--- config.mk ---
export PLATFORM = sky130hd
export DESIGN_NAME = pattern_stepper
export DESIGN_NICKNAME = d
export VERILOG_FILES = /design/src/rtl/stepper_pkg.sv /design/src/rtl/debounce_pulse.sv /design/src/rtl/pattern_stepper.sv
export SDC_FILE = /design/constraint.sdc
export NUM_CORES = 1
export LEC_CHECK = 0
export CAP_MARGIN = 30
export CORE_ASPECT_RATIO = 0.8
export CORE_UTILIZATION = 55
export DETAILED_ROUTE_END_ITERATION = 8
export GPL_ROUTABILITY_DRIVEN = 1
export PLACE_DENSITY = 0.74
export SLEW_MARGIN = 20
export SYNTH_ARGS = -nofsm -noshare
export SYNTH_HDL_FRONTEND = slang
export SYNTH_SLANG_ARGS = --single-unit
--- constraint.sdc ---
create_clock -name CLOCK_50 -period 2.5 [get_ports CLOCK_50]
set_input_delay 0.75 -clock CLOCK_50 [delete_from_list [all_inputs] [get_ports CLOCK_50]]
set_output_delay 0.75 -clock CLOCK_50 [all_outputs]
set_load 0.02 [all_outputs]
--- src/rtl/stepper_pkg.sv ---
// Shared defaults and width helpers for the pattern stepper slice.
package stepper_pkg;

    localparam int          DEF_N          = 4;
    localparam logic [15:0] DEF_PATTERN    = 16'b1011;
    localparam int          DEF_DEB_CYCLES = 1_000_000;
    localparam int          DEF_CNT_W      = 8;

    // Width needed to hold a fill count of 0..n inclusive.
    function automatic int fill_w(input int n);
        return $clog2(n + 1);
    endfunction

endpackage

--- src/rtl/debounce_pulse.sv ---
// Purpose: synchronize and debounce an active-low pushbutton, emit one pulse per press.
// Latency: 2 sync clocks + DEB_CYCLES stable clocks, then step is registered one more clock.
// Backpressure: none; free-running on the raw button, step is a single-cycle strobe.
module debounce_pulse
    import stepper_pkg::*;
#(
    parameter int DEB_CYCLES = DEF_DEB_CYCLES
) (
    input  logic clk,
    input  logic reset,
    input  logic pb,
    output logic level,
    output logic step
);

    localparam int CW = $clog2(DEB_CYCLES + 1);

    logic          sync1;
    logic          sync2;
    logic [CW-1:0] cnt;
    logic          settle;

    // The DEB_CYCLES-th consecutive clock on which the synced button disagrees.
    assign settle = (sync2 != level) && (cnt == CW'(DEB_CYCLES - 1));

    always_ff @(posedge clk) begin
        if (!reset) begin
            sync1 <= 1'b1;
            sync2 <= 1'b1;
            level <= 1'b1;
            cnt   <= '0;
            step  <= 1'b0;
        end else begin
            sync1 <= pb;
            sync2 <= sync1;
            step  <= settle && !sync2;
            if (sync2 == level) begin
                cnt <= '0;
            end else if (settle) begin
                level <= sync2;
                cnt   <= '0;
            end else begin
                cnt <= cnt + CW'(1);
            end
        end
    end

endmodule

--- src/rtl/pattern_stepper.sv ---
// Purpose: step-driven N-bit sequence detector with match/no-match flags and saturating match count.
// Latency: t/f/match_count/hist update on the clock edge that samples the step pulse.
// Backpressure: none; each debounced press is one step, inputs are only sampled on that cycle.
module pattern_stepper
    import stepper_pkg::*;
#(
    parameter int             N          = DEF_N,
    parameter logic [N-1:0]   PATTERN    = DEF_PATTERN[N-1:0],
    parameter int             DEB_CYCLES = DEF_DEB_CYCLES,
    parameter int             CNT_W      = DEF_CNT_W
) (
    input  logic             CLOCK_50,
    input  logic             reset,
    input  logic             pb,
    input  logic             i,
    input  logic             overlap,
    output logic             t,
    output logic             f,
    output logic [CNT_W-1:0] match_count,
    output logic [N-1:0]     hist
);

    localparam int FW = fill_w(N);

    logic          deb_level;
    logic          deb_step;
    logic          step;
    logic [FW-1:0] fill;
    logic [FW-1:0] fill_nxt;
    logic [N-1:0]  hist_nxt;
    logic          full_nxt;
    logic          match;

    debounce_pulse #(
        .DEB_CYCLES (DEB_CYCLES)
    ) u_deb (
        .clk   (CLOCK_50),
        .reset (reset),
        .pb    (pb),
        .level (deb_level),
        .step  (deb_step)
    );

    // The pulse is only honoured while the debounced button reads pressed.
    assign step = deb_step && !deb_level;

    always_comb begin
        hist_nxt = {hist[N-2:0], i};
        fill_nxt = (fill == FW'(N)) ? fill : fill + FW'(1);
        full_nxt = (fill_nxt == FW'(N));
        match    = full_nxt && (hist_nxt == PATTERN);
    end

    always_ff @(posedge CLOCK_50) begin
        if (!reset) begin
            t           <= 1'b0;
            f           <= 1'b0;
            match_count <= '0;
            hist        <= '0;
            fill        <= '0;
        end else if (step) begin
            hist <= hist_nxt;
            t    <= match;
            f    <= full_nxt && !match;
            fill <= (match && !overlap) ? '0 : fill_nxt;
            if (match && (match_count != {CNT_W{1'b1}})) begin
                match_count <= match_count + CNT_W'(1);
            end
        end
    end

endmodule

==> metrics.txt <==
CTS Buffer Depth 2; GR Util met1 between 20 and 30%; largest net degree at the start of global routing 25; initial antenna violation count 0; number of I/O port buffers 18; period utilisation layout 87.24%; die area approximately 0.0036 mm2; drt first pass iters 4; number of core rows 18; clock transition at the registers of the reported paths ~0.080 ns; Yosys top cell by area dfxtp_1; min cycle time layout 2.181 ns; count leader, synth dfxtp_1; Synthesis Warnings 0; Syn Area/Cell just over 9 um2; Distinct cells, synth 35; final hold violations 0; Reg power frac between 60% and 70%; clock sinks 41; Gate power share roughly 1.9%; first-pass GRT wire length between 5 and 6 mm; Seq/Total Area, Yosys about 44%; Hold Path Class reg2reg; Layout Area Growth over Synthesis 16.86%; Initial Utilization ~59%; Placed Cells ~260; io pins 19; IR Drop Worst-Case VDD roughly 450 uV; ys flop type dfxtp_1; Nets 234; RSZ-0062 raised after global routing no; DR vias approximately 1,400; Congestion Overflow GR 0; Yosys top cell area share ~44%; max_cap viols 0; CP Launch Type input pin; post-CTS resize count 0; final setup fails 0; TritonCTS clock tree done; Post-synth EDFFs 0; Pint 858.6 uW; Wirelength per Cell roughly 13 um; static leakage just under 0.8 nW; # DRC 0; share of cells above drive strength 1 7.080%; post-synthesis register bit count just over 40; Cell Pwr Density roughly 500 mW/mm2; chip height 54.06 um; initial DRC count 80; CP endpoint kind flip-flop; worst skew pair latency about 0.28 ns; Post-synth top cells dfxtp_1 (41), nor2_1 (26), nand2_1 (22); final wirelength around 3.3 mm; cts hold-fix bufs 0; CP startpoint i; max frequency between 400 and 500 MHz; GR Layer Usage met2 roughly a third; drt via density about 5.4; Mapped Cells between 200 and 250; setup TNS 0 ns; Root Driver clkbuf_8; worst hold slack 0.4037 ns; Worst Setup Path Type in2reg; fraction of registers with async set/reset 0%; worst hold start u_deb.sync1$_SDFF_PN1_; Placer Congestion just over 0.7; Worst slew margin about two thirds; total CTS buffers 5; die width about 67 um; R2R Path Start fill[0]$_SDFFE_PN0P_; Core Region 0.003153 mm2; Setup Skew a little over 0.01 ns; Worst Path Max Fanout 5; status complete, no violations; vias in the first global route between 1,000 and 1,500; Final Slew Violations 0; switching power total ~220 uW; slew of the pin with the lowest slew margin between 0.5 and 0.6 ns; switch share between 20% and 30%; CP required 2.67 ns; detailed placement HPWL 2.482 mm; post-route insts no fill 266; Post-CTS Repair Setup Buffers 0; syn_nets between 200 and 250; area of the mapped netlist ~0.0019 mm2; post-route ant nets 0; gr usage total between 20% and 30%; Clk network pwr share a little under two fifths; main area contributors after synthesis dfxtp_1 (44%), xor2_1 (8.9%), nor2_1 (5.2%); H-tree lvl count 2; gr busiest metal met2; Critical Path AT roughly 2.4 ns; number of diodes 0; met3 Use GR 5.720%
## worst paths after layout
check	endpoint	slack, ns	cells after the start
worst max-delay path	match_count[5]$_SDFFE_PN0P_	0.32	6
worst min-delay path	u_deb.sync2$_SDFF_PN1_	0.40	1
worst max register to register	match_count[5]$_SDFFE_PN0P_	0.36	7
worst min register to register	u_deb.sync2$_SDFF_PN1_	0.40	1
## routing by layer
layer	part of all wire (%)	routed length (um)
met2	45	1517
met1	51	1714
met3	3.0	100
met4	0.30	10
met5	0	0
## cells in the final DEF (no fill, tap or decap), types with 5 or more instances in the layout
cell type,count
clkbuf_8,5
and4_1,5
nand2b_1,6
nand3_1,11
a21boi_0,6
xnor2_1,6
nand4_1,6
xor2_1,19
clkdlybuf4s50_1,18
and2_1,7
nor2_1,26
dfxtp_1,41
nand2_1,22
## per-stage QoR
stage / cell area (um2) / setup WS [ns] / utilization [%] / power [mW]
CTS: 2177 / 0.3130 / 69.05 / 1.090
global placement: 2095 / 0.1586 / 66.43 / 0.6902
detailed placement: 2095 / 0.01989 / 66.43 / 0.6910
floorplan: 1863 / 0.5908 / - / 0.6805
global route: 2177 / 0.2018 / 69.05 / 1.122
finish: 2177 / 0.3189 / 69.05 / 1.078
## cell type report
class	count	area, um2
Sequential cell	41	820.8
Clock buffer	6	72.57
Clock inverter	2	10.01
Timing Repair Buffer	21	202.7
Fill cell	267	975.9
Inverter	4	15.01
Tap cell	40	50.05
Multi-Input combinational cell	152	1006
## critical path: stages
cell and delay (ns):
clkdlybuf4s50_1 0.48, and4b_1 0.27, o211ai_1 0.24, nor4_2 0.33
xor2_1 0.10, and2_1 0.17
## power by group through the flow
| stage | logic, mW | clock network (mW) | registers (mW) |
|---|---|---|---|
| finish | 0.0200 | 0.402 | 0.656 |
| global route | 0.0220 | 0.444 | 0.656 |
| CTS | 0.0201 | 0.415 | 0.656 |
| detailed placement | 0.0201 | 0 | 0.671 |
| global placement | 0.0194 | 0 | 0.671 |
| floorplan | 0.00985 | 0 | 0.671 |
## cell families after synthesis
group / count (synthesis) / synth area share [%]
XOR/XNOR: 25 / 11.75
buffers and inverters: 9 / 1.947
multiplexers: 4 / 2.149
flip-flops: 41 / 44.06
AND/OR/NAND/NOR: 106 / 31.97
AO/OA/AOI/OAI: 13 / 5.440
adder cells (fa/ha/maj): 4 / 2.686
## registers in the layout, summed over array words and instances, names as in the netlist
register	count
u_deb.cnt	20
fill	3
u_deb.sync2	1
u_deb.level	1
u_deb.sync1	1
match_count	8
t	1
u_deb.step	1
f	1
hist	4
Power figures use the tool's default switching activity.
